## src/rtl/if_fetch_unit_if.sv

```systemverilog
// Instruction-memory fetch port: request/grant address phase, then a single-beat response.
// Latency: none (wires only).
// Backpressure: the memory withholds imem_gnt to stall a request; responses cannot be refused.
interface if_fetch_unit_if;
  logic        imem_req;
  logic [31:0] imem_addr;
  logic        imem_gnt;
  logic        imem_rvalid;
  logic [31:0] imem_rdata;

  // Fetch unit side: issues requests, consumes grants and responses.
  modport master (
    output imem_req,
    output imem_addr,
    input  imem_gnt,
    input  imem_rvalid,
    input  imem_rdata
  );

  // Memory side.
  modport slave (
    input  imem_req,
    input  imem_addr,
    output imem_gnt,
    output imem_rvalid,
    output imem_rdata
  );
endinterface

```

## src/rtl/if_fetch_unit.sv

```systemverilog
// Instruction fetch unit: owns the PC, fetches words over imem, buffers {pc, instr} for IF/ID.
// Latency: a response becomes visible on if_valid/if_instruction one cycle after imem_rvalid.
// Backpressure: id_stall holds the buffer head; fetching stops while the buffer plus the outstanding fetch fills it.
// Optional feature: define FETCH_ALIGN_CHECK_EN to flag misaligned redirect targets and halt fetching.
module if_fetch_unit #(
  parameter logic [31:0] RESET_PC  = 32'h0000_0000,
  parameter int          BUF_DEPTH = 2,
  parameter logic [31:0] NOP_INSTR = 32'h0000_0013
) (
  input  logic                  clk,
  input  logic                  reset,
  input  logic                  id_stall,
  input  logic                  redirect_valid,
  input  logic [31:0]           redirect_pc,
  if_fetch_unit_if.master       imem,
  output logic [31:0]           if_pc,
  output logic [31:0]           if_instruction,
  output logic                  if_valid,
  output logic                  fetch_misaligned
);

  localparam int PTR_W = (BUF_DEPTH > 1) ? $clog2(BUF_DEPTH) : 1;
  localparam int CNT_W = PTR_W + 1;
  localparam logic [CNT_W-1:0] DEPTH_C = CNT_W'(BUF_DEPTH);

  // IDLE: nothing outstanding. WAIT: granted, response wanted. KILL: granted, response stale.
  localparam logic [1:0] ST_IDLE = 2'd0;
  localparam logic [1:0] ST_WAIT = 2'd1;
  localparam logic [1:0] ST_KILL = 2'd2;

  typedef struct packed {
    logic [31:0] pc;
    logic [31:0] instr;
  } fetch_entry_t;

  logic [1:0]       state_q,  state_d;
  logic [31:0]      pc_q,     pc_d;
  logic [31:0]      req_pc_q, req_pc_d;
  logic [CNT_W-1:0] count_q,  count_d;
  logic [PTR_W-1:0] wr_ptr_q, wr_ptr_d;
  logic [PTR_W-1:0] rd_ptr_q, rd_ptr_d;
  fetch_entry_t     buf_q [BUF_DEPTH];
  fetch_entry_t     buf_d [BUF_DEPTH];

  logic        halted;
  logic [31:0] redirect_target;
  logic        issue;
  logic        grant;
  logic        push;
  logic        pop;
  fetch_entry_t head;

`ifdef FETCH_ALIGN_CHECK_EN
  logic misaligned_q, misaligned_d;

  // A misaligned target is still loaded into the PC so it can be inspected, but fetching halts.
  assign redirect_target = redirect_pc;

  // Sticky flag: set by a misaligned redirect, cleared only by an aligned one.
  always_comb begin
    misaligned_d = misaligned_q;
    if (redirect_valid) begin
      misaligned_d = |redirect_pc[1:0];
    end
  end

  // Misaligned flag register.
  always_ff @(posedge clk or posedge reset) begin
    if (reset) begin
      misaligned_q <= 1'b0;
    end else begin
      misaligned_q <= misaligned_d;
    end
  end

  assign halted           = misaligned_q;
  assign fetch_misaligned = misaligned_q;
`else
  logic unused_redirect_lsbs;

  // Without the check the target is simply forced onto a word boundary.
  assign redirect_target      = {redirect_pc[31:2], 2'b00};
  assign unused_redirect_lsbs = ^redirect_pc[1:0];
  assign halted               = 1'b0;
  assign fetch_misaligned     = 1'b0;
`endif

  // Only one fetch is ever outstanding and issue happens only in IDLE, so the
  // occupancy test below already accounts for the in-flight fetch: a granted
  // request always has a free slot waiting for its response.
  assign issue = (state_q == ST_IDLE) && (count_q < DEPTH_C) &&
                 !redirect_valid && !halted && !reset;
  assign grant = issue && imem.imem_gnt;

  assign imem.imem_req  = issue;
  assign imem.imem_addr = pc_q;

  // A redirect squashes both the arriving response and the pop in the same cycle.
  assign push = (state_q == ST_WAIT) && imem.imem_rvalid && !redirect_valid;
  assign pop  = if_valid && !id_stall && !redirect_valid;

  assign head           = buf_q[rd_ptr_q];
  assign if_valid       = (count_q != '0);
  assign if_pc          = if_valid ? head.pc    : 32'h0000_0000;
  assign if_instruction = if_valid ? head.instr : NOP_INSTR;

  // Fetch state machine and PC sequencing; a redirect always wins the PC.
  always_comb begin
    state_d  = state_q;
    pc_d     = pc_q;
    req_pc_d = req_pc_q;
    case (state_q)
      ST_IDLE: begin
        if (grant) begin
          req_pc_d = pc_q;
          pc_d     = pc_q + 32'd4;
          state_d  = ST_WAIT;
        end
      end
      ST_WAIT: begin
        if (redirect_valid) begin
          // Response arriving now is simply dropped; otherwise wait for it to drain.
          state_d = imem.imem_rvalid ? ST_IDLE : ST_KILL;
        end else if (imem.imem_rvalid) begin
          state_d = ST_IDLE;
        end
      end
      ST_KILL: begin
        if (imem.imem_rvalid) begin
          state_d = ST_IDLE;
        end
      end
      default: begin
        state_d = ST_IDLE;
      end
    endcase
    if (redirect_valid) begin
      pc_d = redirect_target;
    end
  end

  // Instruction buffer bookkeeping: write at tail, read at head, flush on redirect.
  always_comb begin
    buf_d    = buf_q;
    wr_ptr_d = wr_ptr_q;
    rd_ptr_d = rd_ptr_q;
    count_d  = count_q;
    if (redirect_valid) begin
      wr_ptr_d = '0;
      rd_ptr_d = '0;
      count_d  = '0;
    end else begin
      if (push) begin
        buf_d[wr_ptr_q] = '{pc: req_pc_q, instr: imem.imem_rdata};
        wr_ptr_d        = wr_ptr_q + PTR_W'(1);
      end
      if (pop) begin
        rd_ptr_d = rd_ptr_q + PTR_W'(1);
      end
      case ({push, pop})
        2'b10:   count_d = count_q + CNT_W'(1);
        2'b01:   count_d = count_q - CNT_W'(1);
        default: count_d = count_q;
      endcase
    end
  end

  // Fetch control registers.
  always_ff @(posedge clk or posedge reset) begin
    if (reset) begin
      state_q  <= ST_IDLE;
      pc_q     <= RESET_PC;
      req_pc_q <= RESET_PC;
    end else begin
      state_q  <= state_d;
      pc_q     <= pc_d;
      req_pc_q <= req_pc_d;
    end
  end

  // Buffer storage and pointers.
  always_ff @(posedge clk or posedge reset) begin
    if (reset) begin
      wr_ptr_q <= '0;
      rd_ptr_q <= '0;
      count_q  <= '0;
      for (int i = 0; i < BUF_DEPTH; i++) begin
        buf_q[i] <= '0;
      end
    end else begin
      wr_ptr_q <= wr_ptr_d;
      rd_ptr_q <= rd_ptr_d;
      count_q  <= count_d;
      buf_q    <= buf_d;
    end
  end

endmodule

```

## src/flat_wrapper.sv

```systemverilog
// flat-port wrapper written by rule: the top's interface ports become plain ports
module if_fetch_unit_flat 
#(
  parameter logic [31:0] RESET_PC  = 32'h0000_0000,
  parameter int          BUF_DEPTH = 2,
  parameter logic [31:0] NOP_INSTR = 32'h0000_0013
)
  (clk, reset, id_stall, redirect_valid, redirect_pc, if_pc, if_instruction, if_valid, fetch_misaligned, imem_imem_req, imem_imem_addr, imem_imem_gnt, imem_imem_rvalid, imem_imem_rdata);
  if_fetch_unit_if imem_i ();
  input  logic clk;
  input  logic reset;
  input  logic id_stall;
  input  logic redirect_valid;
  input  logic [31:0] redirect_pc;
  output logic [31:0] if_pc;
  output logic [31:0] if_instruction;
  output logic if_valid;
  output logic fetch_misaligned;
  output wire logic [$bits(imem_i.imem_req)-1:0] imem_imem_req;
  output wire logic [$bits(imem_i.imem_addr)-1:0] imem_imem_addr;
  input wire logic [$bits(imem_i.imem_gnt)-1:0] imem_imem_gnt;
  input wire logic [$bits(imem_i.imem_rvalid)-1:0] imem_imem_rvalid;
  input wire logic [$bits(imem_i.imem_rdata)-1:0] imem_imem_rdata;
  assign imem_imem_req = imem_i.imem_req;
  assign imem_imem_addr = imem_i.imem_addr;
  assign imem_i.imem_gnt = imem_imem_gnt;
  assign imem_i.imem_rvalid = imem_imem_rvalid;
  assign imem_i.imem_rdata = imem_imem_rdata;
  if_fetch_unit #(.RESET_PC(RESET_PC), .BUF_DEPTH(BUF_DEPTH), .NOP_INSTR(NOP_INSTR)) u_core (.clk(clk), .reset(reset), .id_stall(id_stall), .redirect_valid(redirect_valid), .redirect_pc(redirect_pc), .imem(imem_i), .if_pc(if_pc), .if_instruction(if_instruction), .if_valid(if_valid), .fetch_misaligned(fetch_misaligned));
endmodule
```

## config.mk

```make
export PLATFORM = sky130hd
export DESIGN_NAME = if_fetch_unit_flat
export DESIGN_NICKNAME = d
export VERILOG_FILES = /design/src/rtl/if_fetch_unit_if.sv /design/src/rtl/if_fetch_unit.sv /design/src/flat_wrapper.sv
export SDC_FILE = /design/constraint.sdc
export NUM_CORES = 1
export LEC_CHECK = 0
export ABC_AREA = 1
export BUFFER_PORTS_ARGS = -buffer_cell sky130_fd_sc_hd__buf_4
export CAP_MARGIN = 30
export CORE_MARGIN = 2
export CORE_UTILIZATION = 50
export CTS_CLUSTER_DIAMETER = 30
export CTS_CLUSTER_SIZE = 28
export DETAILED_ROUTE_END_ITERATION = 6
export PLACE_DENSITY_LB_ADDON = 0.08
export SYNTH_ARGS = -nofsm -noshare
export SYNTH_HDL_FRONTEND = slang
export SYNTH_SLANG_ARGS = --single-unit
export TNS_END_PERCENT = 1
```

## constraint.sdc

```tcl
create_clock -name clk -period 5.6 [get_ports clk]
set_clock_uncertainty 0.1 [all_clocks]
set_input_delay 0.56 -clock clk [delete_from_list [all_inputs] [get_ports clk]]
set_output_delay 0.56 -clock clk [all_outputs]
set_load 0.005 [all_outputs]
```

==> results by stage, run 1 <==
Setup path:
- The worst endpoint data arrival time is 2.33 ns.
- Of all nets on the critical path, the largest fanout is 38.
- The start of the worst register-to-register path is u_core.state_q[1].
- At the worst endpoint, the required time is 4.94 ns.
- The worst-case register-to-register setup slack is 2.82 ns.
- By instance count, the cell type seen most on the critical path is sky130_fd_sc_hd__buf_4.
- STA classifies the critical path endpoint as a primary output.
- The critical path goes through nor2_4 > buf_4 > a21oi_1 > buf_4.
- The endpoint identified for the worst register-to-register timing path is u_core.imem.imem_addr[9].
- Counting cells, the worst reg-to-reg path comes to 5.
- The worst-path cell with the longest stage delay is sky130_fd_sc_hd__nor2_4.
- The largest single stage delay on the critical path is 0.79 ns.
- The worst setup path is of the register to primary output kind.
- STA classifies the critical path startpoint as a register.

Logic synthesis:
- The number of flops mapped to enable cells by yosys is 0.
- The mapped netlist covers 9080 um^2.
- The synthesized flop and latch total is 190.
- The post-synthesis async set-or-reset flop share is 1.00.
- The register area share after synthesis is 0.524.
- Synthesis handed over a netlist of 1176 instances.
- By area the synthesized netlist is led by sky130_fd_sc_hd__dfrtp_1, sky130_fd_sc_hd__nand2_1, sky130_fd_sc_hd__o21ai_0.
- The cell taking the most area after synthesis is sky130_fd_sc_hd__dfrtp_1.
- Of the post-synthesis cell area, the dominant cell type holds 0.524.
- Sorting the synthesized cells by how often they occur yields sky130_fd_sc_hd__nand2_1, sky130_fd_sc_hd__dfrtp_1, sky130_fd_sc_hd__inv_1, sky130_fd_sc_hd__o21ai_0, sky130_fd_sc_hd__nand3_1.
- The mean instance size in the synthesized netlist is 7.72 um^2.
- The synthesized netlist contains 28 unique library cells.
- The number of warnings reported in the yosys synthesis log is 0.
- The top flip-flop cell by instance count after synthesis is sky130_fd_sc_hd__dfrtp_1.
- Among all cell types in the netlist, the one instantiated most often is sky130_fd_sc_hd__nand2_1.

Die:
- The effective utilization at floorplan is 0.507.
- The floorplan has 49 rows.
- During I/O placement, the number of pins put on the boundary was 169.
- The floorplan die area is 19200 um^2.
- The width of the chip is 139 um.
- The floorplan die height is 139 um.
- The placeable core area is 17900 um^2.

Finish:
- The total non-filler cell area in the finished layout is 10900 um^2.
- The layout filler cell count is 1697.
- In the final layout, the share of cells above drive strength 1 is 0.168.
- 0 antenna diodes ended up in the layout.
- The layout overhead on the synthesized area is 20.4%.
- The count of nets after finishing is 1371.

Place:
- In this run the tool buffered the top-level ports with 161 buffer cells.
- The post-DP HPWL is 13700 um.
- Routability-driven placement finished with a final weighted congestion of 0.883.
- Once placement finished, the instance area stood at 10300 um^2.

Clock tree:
- The clock tree from TritonCTS is built.
- The quantity of gates resized following cts is 0.
- For this design, the CTS-stage hold fixing added 0 buffers.
- After clock tree synthesis, the setup repair step added 0 buffers.
- Counting along the longest clock path gives a buffer depth of 2.
- The source-to-sink clock delay at the later pin of the worst-skew pair is 0.42 ns.
- CTS saw 190 sinks.
- The H-tree depth is 4.
- The number of buffers added by the clock tree synthesis step is 17.
- The clock input transition at the sequential cells of the worst setup and hold paths is 0.07 ns.
- The buffer type at the clock tree root is sky130_fd_sc_hd__clkbuf_16.

Global route:
- The met1 track demand over resource in global routing is 0.332.
- The combined global-route utilization of all metal layers is 0.228.
- The met2 routing resource usage after global routing is 0.363.
- The largest net degree at the start of global routing is 191.
- The initial antenna violation count is 0.
- The global-route wire length before repair is 36200 um.
- The layer flagged by global routing as most heavily used is met2.
- The residual overflow from global routing is 0.
- The via count of the first global-routing pass came to 7260.
- For met3 alone, demand over resource in global routing was 0.0387.

STA:
- The final max-slew violation count is 0.
- The final hold slack is 0.226 ns.
- The period utilization is 0.534.
- Setup violations remaining at the end of the flow were counted as 0.
- For the pin with the worst max-slew slack, the measured transition is 1.06 ns.
- The final-report hold violation count is 0.
- Setup repair after global routing left no endpoint under its margin.
- Static timing analysis puts the maximum clock frequency at 335 MHz.
- The normalized max-slew margin is 0.292.
- The setup TNS is 0 ns.
- The shortest period the worst path allows is 2.99 ns.

Route:
- The average detailed-routed wire length per instance is 14.1 um.
- The remaining antenna violation count is 0.
- The initial DRC count is 659.
- In the routed layout, each cell is associated on average with a via count of 5.06.
- For this run, design rule violations remaining after detail routing come to 2.
- Before antenna repair, the detailed router went through 7 iterations.
- Detailed routing inserted a total of 7796 vias.
- After detailed routing, the total wire length is 21800 um.

Run status:
- The run finished, with violations left.
- The checks that failed: design-rule violations.

Hold path:
- The min-delay analysis places its worst path in the category input pin to register.
- The worst hold path terminates at u_core.state_q[1].
- The worst hold path stage count is 2.
- The start point of the worst hold path is imem_imem_rvalid.

Power and ir drop:
- The leakage component of the power is 5.36 nW.
- The power density over cell area is 408 nW/um^2.
- Across the VDD grid, the largest voltage drop is 0.231 mV.

Run:
- The number of violations of the max-capacitance limit is 0.
power by group:
group / switching (mW) / leakage, nW / internal (mW) / total [mW]
clock: 0.516 / 0.285 / 0.730 / 1.25
sequential: 0.225 / 2.49 / 1.73 / 1.95
combinational: 0.737 / 2.59 / 0.530 / 1.27
metrics by stage:
step | util | power [mW] | std cells | worst slack (ns)
after floorplan | - | 2.69 | 1180 | 2.49
after global placement | 0.576 | 3.22 | 1510 | 2.52
after detailed placement | 0.576 | 3.25 | 1510 | 2.51
after CTS | 0.611 | 4.51 | 1542 | 2.55
after global routing | 0.611 | 4.78 | 1542 | 2.46
final | 0.611 | 4.46 | 1542 | 2.61
layout make-up:
type | instances | area [um^2] | area share
Clock buffer | 20 | 457 | 0.0418
Clock inverter | 12 | 159 | 0.0145
Inverter | 122 | 462 | 0.0422
Tap cell | 229 | 287 | 0.0262
Multi-Input combinational cell | 802 | 3540 | 0.324
Sequential cell | 190 | 4760 | 0.435
Timing Repair Buffer | 167 | 1270 | 0.116
kinds of logic (layout without fill, tap and decap cells):
group / count (synthesis) / in the layout / share of synthesized area
buffers and inverters: 188 / 321 / 0.0890
XOR/XNOR: 5 / 5 / 0.00483
adder cells (fa/ha/maj): 1 / 1 / 0.00138
AO/OA/AOI/OAI: 248 / 248 / 0.139
flip-flops: 190 / 190 / 0.524
other: 1 / 5 / 0.000413
AND/OR/NAND/NOR: 543 / 543 / 0.242
metal layers:
layer / share of wire / vias up
met2: 0.46 / 221
li1: - / 3967
met3: 0.051 / 24
met4: 0.013 / 0
met5: 0 / -
met1: 0.48 / 3584
critical path, delay by kind of cell (launching register included):
kind | cells | cell delay, ns
DFF | 1 | 0.43
and+or+nand+nor | 1 | 0.79
AOI/OAI and AO/OA | 1 | 0.09
buffers and inverters | 2 | 0.58
worst max path at each step:
| stage | from | endpoint | slack (ns) | depth (start not counted) |
|---|---|---|---|---|
| 6_report | u_core.count_q[0] | if_pc[14] | 2.61 | 4 |
| 5_1_grt | u_core.count_q[0] | if_instruction[17] | 2.46 | 4 |
| 4_1_cts | u_core.count_q[0] | if_pc[14] | 2.55 | 4 |
| 3_5_place_dp | redirect_valid | u_core.imem.imem_addr[9] | 2.51 | 6 |
| 3_3_place_gp | redirect_valid | u_core.imem.imem_addr[11] | 2.52 | 6 |
| 2_1_floorplan | reset | u_core.buf_q[0] | 2.49 | 1 |
state kept, by name, summed over array words and instances (netlist names):
| register | flops |
|---|---|
| u_core.wr_ptr_q | 1 |
| u_core.rd_ptr_q | 1 |
| u_core.req_pc_q | 30 |
| u_core.state_q | 2 |
| u_core.count_q | 2 |
| u_core.buf_q | 124 |
| u_core.imem.imem_addr | 30 |
cell usage in the layout, fill, tap and decap left out, types with 5 or more instances in the layout:
cell	n
sky130_fd_sc_hd__nand2_1	417
sky130_fd_sc_hd__dfrtp_1	189
sky130_fd_sc_hd__buf_4	166
sky130_fd_sc_hd__inv_1	117
sky130_fd_sc_hd__o21ai_0	114
sky130_fd_sc_hd__nand3_1	68
sky130_fd_sc_hd__o21ai_1	67
sky130_fd_sc_hd__a21oi_1	61
sky130_fd_sc_hd__nor2_1	38
sky130_fd_sc_hd__clkbuf_16	17
sky130_fd_sc_hd__clkinvlp_4	6
sky130_fd_sc_hd__nor2_2	6
sky130_fd_sc_hd__conb_1	5
Power figures use the tool's default switching activity.
==> inputs of run 2 (changes only) <==
==> constraint.sdc (replaced) <==
create_clock -name clk -period 2.45 [get_ports clk]
set_clock_uncertainty 0.1 [all_clocks]
set_input_delay 0.245 -clock clk [delete_from_list [all_inputs] [get_ports clk]]
set_output_delay 0.245 -clock clk [all_outputs]
set_load 0.005 [all_outputs]
==> results by stage, run 2 (synthesized netlist as in run 1, its figures left out) <==
Finish:
- The share of final-layout standard cells stronger than drive strength 1 is 0.169.
- The number of antenna repair diodes is 0.
- The layout overhead on the synthesized area is 28.1%.
- The register area is 4760 um^2.
- In the final layout, the multi-input gates occupy 3540 um^2.
- The most flop-heavy register is u_core.buf_q.
- The utilization after layout is 0.649.
- The count of nets after finishing is 1434.
- Fill cells in the final layout number 1665.
- The total non-filler cell area in the finished layout is 11600 um^2.
- Leaving out fill and tap cells, the most frequent cells in the layout are sky130_fd_sc_hd__nand2_1, sky130_fd_sc_hd__dfrtp_1, sky130_fd_sc_hd__buf_4.
- The commonest non-fill, non-tap cell in the layout is sky130_fd_sc_hd__nand2_1.
- The flip-flop count of the largest register, all copies and words added is 124.

Place:
- Input and output buffers added on the ports amount to 161.
- The post-place instance area is 10500 um^2.
- The placement-stage worst setup slack is 0.361 ns.
- The routability congestion estimate from global placement is 0.898.
- The post-DP HPWL is 14800 um.

Route:
- The count of nets left with antenna violations once routing finished came out at 0.
- After the first detailed-routing iteration, the DRC count stood at 651.
- After detailed routing, the total wire length is 22600 um.
- The average detailed-routed wire length per instance is 14.1 um.
- The routed layout has 8108 vias.
- The per-cell via count in the routed design is 5.05.
- The detailed-route DRC error count is 0.
- The first detailed-routing pass took 5 iterations.

Global route:
- The initial antenna violation count was 0.
- The residual overflow from global routing is 0.
- The first global-routing pass estimated 38500 um of wire.
- For this run, global-route usage on met1 was measured as 0.361.
- Entering global routing, the biggest net connects 74 pins.
- The met2 routing resource usage after global routing is 0.383.
- The most used routing layer is met2.
- For this run, global-route usage on met3 was measured as 0.0359.
- The combined global-route utilization of all metal layers is 0.244.
- The via count of the first global-routing pass came to 7744.

Setup path:
- The worst register-to-register path ends at u_core.imem.imem_addr[10].
- The type of the worst setup path is register to primary output.
- The data required time of the worst path is 2.11 ns.
- The startpoint identified for the worst register-to-register timing path is u_core.state_q[1].
- The number of cells traversed by the worst register-to-register path is 5.
- The capturing element type of the critical path is a primary output.
- The setup check on the worst reg-to-reg path leaves a slack of 0.36 ns.
- The element type at the critical path start is a register.
- The worst endpoint data arrival time is 1.93 ns.
- In this run the worst path has a maximum fanout of 62.

Clock tree:
- TritonCTS built the clock tree.
- Clock-pin slew was measured on the worst setup and hold paths at 0.07 ns.
- The tree is rooted in a sky130_fd_sc_hd__clkbuf_16.
- The number of sinks handled by clock tree synthesis is 190.
- The number of buffers on the longest clock path is 2.
- The H-tree was split into 4 levels.
- The clock reaches the later pin of the worst-skew pair after 0.43 ns.
- The number of setup buffers added after CTS is 0.
- In this run, CTS created clock tree buffers numbering 17.

Hold path:
- The type of the worst min-delay path is input pin to register.
- Along the worst hold path, the cell count comes to 5.
- In this run the most critical hold path is launched from redirect_pc[28].
- The hold path endpoint is u_core.imem.imem_addr[28].

Power and ir drop:
- The maximum vdd drop is 0.558 mV.
- After layout, the design draws a total of 10.4 mW.
- In this run the static leakage power is 5.68 nW.
- The power density over cell area is 897 nW/um^2.

STA:
- The final max-slew violation count is 0.
- The setup TNS is 0 ns.
- Setup violations remaining at the end of the flow were counted as 0.
- At the pin with the least slew margin, the transition time is 0.736 ns.
- Setup repair after global routing left no endpoint under its margin.
- Static timing analysis puts the maximum clock frequency at 439 MHz.
- The final-report hold violation count is 0.
- The period utilization is 0.929.
- The minimum setup slack in the final design is 0.173 ns.
- The shortest period the worst path allows is 2.28 ns.
- The normalized max-slew margin is 0.509.

Run:
- The number of violations of the max-capacitance limit is 0.

Die:
- The floorplan has 49 rows.
- The floorplan step set the die height to 139 um.
- The effective utilization at floorplan is 0.507.
- The placeable core area is 17900 um^2.
- The width of the chip is 139 um.
- The die covers 19200 um^2.
- The count of pins on the block boundary is 169.

Run status:
- The run finished with clean final reports.
## run 2: stage by stage
stage / cells / hold slack [ns]
after global routing: 1605 / 0.0174
final: 1605 / 0.0112
after detailed placement: 1521 / 0.271
after global placement: 1521 / 0.260
after CTS: 1605 / 0.000588
after floorplan: 1180 / 0.218
## run 2: timing repair
action,CTS,global route
hold buffers,52,0
gates resized for setup,0,0
hold endpoints to repair,91,0
## run 2: how the worst max path moves through the flow
stage	depth (start not counted)	endpoint	startpoint
after floorplan	1	u_core.buf_q[0]	reset
after global placement	6	u_core.imem.imem_addr[10]	redirect_valid
after detailed placement	6	u_core.imem.imem_addr[10]	redirect_valid
after CTS	4	if_pc[13]	u_core.rd_ptr_q
after global routing	4	if_pc[16]	u_core.rd_ptr_q
final	4	if_pc[16]	u_core.rd_ptr_q
## run 2: critical path, cell delays in order (launching register included)
cell and delay (ns):
sky130_fd_sc_hd__dfrtp_2 0.36, sky130_fd_sc_hd__buf_4 0.58, sky130_fd_sc_hd__nand2_1 0.11, sky130_fd_sc_hd__a21oi_1 0.26, sky130_fd_sc_hd__buf_4 0.15
## run 2: area by class of cell
| cell class | instances | area share |
|---|---|---|
| multi-input cells | 802 | 0.305 |
| clock buffers | 18 | 0.0378 |
| flip-flops and latches | 190 | 0.409 |
| well taps | 229 | 0.0246 |
| repair buffers | 230 | 0.168 |
| inverters | 122 | 0.0397 |
| clock inverters | 14 | 0.0155 |
## run 2: report_power, final
group	switching [mW]	total, mW	internal [mW]
Clock	1.25	2.90	1.65
Sequential	0.529	4.47	3.94
Combinational	1.72	3.06	1.34
## run 2: routing by layer
metal	vias up	wire [um]
met5	-	0
met4	0	255
met3	17	1130
met2	227	10600
met1	3774	10600
li1	4090	-
==> inputs of run 3 (changes only) <==
--- a/config.mk
+++ b/config.mk
@@ -9,7 +9,7 @@
 export BUFFER_PORTS_ARGS = -buffer_cell sky130_fd_sc_hd__buf_4
 export CAP_MARGIN = 30
 export CORE_MARGIN = 2
-export CORE_UTILIZATION = 50
+export CORE_UTILIZATION = 45
 export CTS_CLUSTER_DIAMETER = 30
 export CTS_CLUSTER_SIZE = 28
 export DETAILED_ROUTE_END_ITERATION = 6
==> results by stage, run 3 (synthesized netlist as in run 1, its figures left out) <==
Run status:
- The flow ran to the end, and the final reports show no timing, DRC or antenna violations.

Setup path:
- The source of the critical timing path is u_core.count_q[0].
- The start of the worst register-to-register path is u_core.imem.imem_addr[3].
- The endpoint identified for the worst register-to-register timing path is u_core.imem.imem_addr[24].
- The critical path in this run is classified as register to primary output.
- The critical path endpoint is if_pc[16].
- The largest driver fanout on the critical path is 38.
- Measured in cells, the most critical reg-to-reg path has a length of 8.
- The worst setup path is captured at a primary output.
- The element type at the critical path start is a register.
- The worst-case register-to-register setup slack is 0.65 ns.
- Data on the critical path arrives at its endpoint at 1.77 ns.
- Data on the critical path is required at its endpoint by 2.11 ns.

Die:
- The floorplan die area is 21300 um^2.
- The width of the chip is 146 um.
- The initialized floorplan defines 51 standard-cell rows.
- The initial utilization of the core area, before any placement, comes to 0.462.
- The count of pins on the block boundary is 169.
- From bottom edge to top edge, the die measures 146 um.
- The total area inside the core boundary comes to 19700 um^2.

Clock tree:
- The H-tree was split into 4 levels.
- The number of sinks handled by clock tree synthesis is 190.
- No sink is reached through more buffers than the 2 on the longest clock path.
- Clock tree synthesis inserted a total of 17 buffers.
- The source-to-sink clock delay at the later pin of the worst-skew pair is 0.42 ns.
- The count of buffers added by post-CTS timing repair for setup is 0.
- The tree is rooted in a sky130_fd_sc_hd__clkbuf_16.
- The clock tree from TritonCTS is built.
- The clock input transition at the sequential cells of the worst setup and hold paths is 0.07 ns.

Global route:
- The combined global-route utilization of all metal layers is 0.216.
- The residual overflow from global routing is 0.
- The via count of the first global-routing pass was 7451.
- The initial antenna violation count is 0.
- The global-route wire length before repair is 37400 um.
- Entering global routing, the biggest net connects 108 pins.

Route:
- The via count of the routed design is 7985.
- For this run, the detailed router's first-pass iteration total came to 5.
- Once detail routing completed, the nets flagged for antenna violations numbered 0.
- The detailed router finished its first iteration with 549 violations.
- For this run, design rule violations remaining after detail routing come to 0.
- After detailed routing, the average wire length per cell comes to 13.9 um.
- After detailed routing, the number of vias per cell comes to 4.87.
- The routed wire length is 22800 um.

Finish:
- The total non-filler cell area in the finished layout is 11600 um^2.
- The library cells used most frequently in the layout, excluding fill and tap cells, are sky130_fd_sc_hd__nand2_1, sky130_fd_sc_hd__dfrtp_1, sky130_fd_sc_hd__buf_4.
- Leaving out fill and tap cells, the most frequent cell in the layout is sky130_fd_sc_hd__nand2_1.
- The flip-flop count of the largest register, all copies and words added is 124.
- Counting flops per register, the top entry is u_core.buf_q.
- The final cell count without fillers is 1639.
- The utilization after layout is 0.591.
- The layout overhead on the synthesized area is 28.1%.
- 0 antenna diodes ended up in the layout.
- The count of nets after finishing is 1432.
- Of the cells placed in the final design, the portion with a size suffix greater than 1 is 0.165.

STA:
- In the finished design, the share of the clock period the worst path needs comes to 0.862.
- The minimum setup slack in the final design is 0.339 ns.
- Timing would allow up to 474 MHz.
- The shortest period the worst path allows is 2.11 ns.
- Setup repair after global routing left no endpoint under its margin.
- The final-report hold violation count is 0.
- The setup TNS is 0 ns.
- The number of setup violations in the final report is 0.
- The final max-slew violation count is 0.
- Measured against its own limit, the worst slew margin works out to 0.605.
- For the pin with the worst max-slew slack, the measured transition is 0.593 ns.
- Hold timing on the final database bottoms out at a slack of 0.0150 ns.

Power and ir drop:
- For this design the static power due to leakage is 5.66 nW.
- The worst-case IR drop observed on VDD is 0.492 mV.
- The power density over cell area is 890 nW/um^2.
- The design draws 10.4 mW.

Place:
- The number of buffers inserted by port buffering is 161.
- After detailed placement, the design holds a cell count of 1555.
- Once detailed placement completed, the half-perimeter wirelength came to 14700 um.
- Prior to clock tree synthesis, the placed netlist has a worst setup slack of 0.644 ns.
- Once placement finished, the instance area stood at 10500 um^2.
- At the end of routability-driven placement, the weighted congestion stood at 0.858.

Run:
- The tool flagged a number of max-cap violations equal to 0.

Hold path:
- The tightest min-delay check is of the input pin to register type.
[run 3: cell types whose count changed in the layout (fill, tap and decap cells not counted), sizes merged]
| cell | delta |
|---|---|
| clkbuf | +4 |
| inv | -5 |
| clkinv | +1 |
| buf | -2 |
[run 3: final cells by class]
type / count / area (um^2)
clock buffers: 22 / 464
clock inverters: 10 / 138
fillers: 1886 / 8030
inverters: 122 / 462
multi-input cells: 802 / 3540
flip-flops and latches: 190 / 4760
well taps: 265 / 332
repair buffers: 228 / 1930
[run 3: repair_timing]
action / 4_1_cts / 5_1_grt
endpoints found under the setup margin: 0 / 0
resized for setup: 0 / 0
hold buffers: 52 / 0
hold endpoints to repair: 260 / 0
[run 3: how the worst min path moves through the flow]
stage	from	endpoint	slack [ns]	cells past startpoint
after floorplan	imem_imem_rvalid	u_core.state_q[1]	0.22	1
after global placement	imem_imem_rvalid	u_core.state_q[1]	0.35	2
after detailed placement	imem_imem_rvalid	u_core.state_q[1]	0.35	2
after CTS	redirect_pc[28]	u_core.imem.imem_addr[28]	0.0009	5
after global routing	redirect_pc[29]	u_core.imem.imem_addr[29]	0.02	5
final	redirect_pc[28]	u_core.imem.imem_addr[28]	0.02	5
[run 3: metal layers]
metal  GRT usage  vias up  share of wire
li1            -     4088              -
met3      0.0341       15          0.045
met4      0.0481        0         0.0083
met1       0.312     3698           0.48
met5           0        -              0
met2       0.346      184           0.46
[run 3: report_power, final]
group / switching (mW) / internal [mW] / leakage, nW
Clock: 1.17 / 1.66 / 0.290
Combinational: 1.72 / 1.32 / 2.88
Sequential: 0.534 / 3.94 / 2.49
Total: 3.42 / 6.93 / 5.66
[run 3: critical path, cell delays in order, from the launching register on]
cell and delay (ns):
sky130_fd_sc_hd__dfrtp_1 0.43, sky130_fd_sc_hd__nor2_4 0.14, sky130_fd_sc_hd__buf_4 0.42, sky130_fd_sc_hd__a21oi_1 0.15
sky130_fd_sc_hd__buf_4 0.17
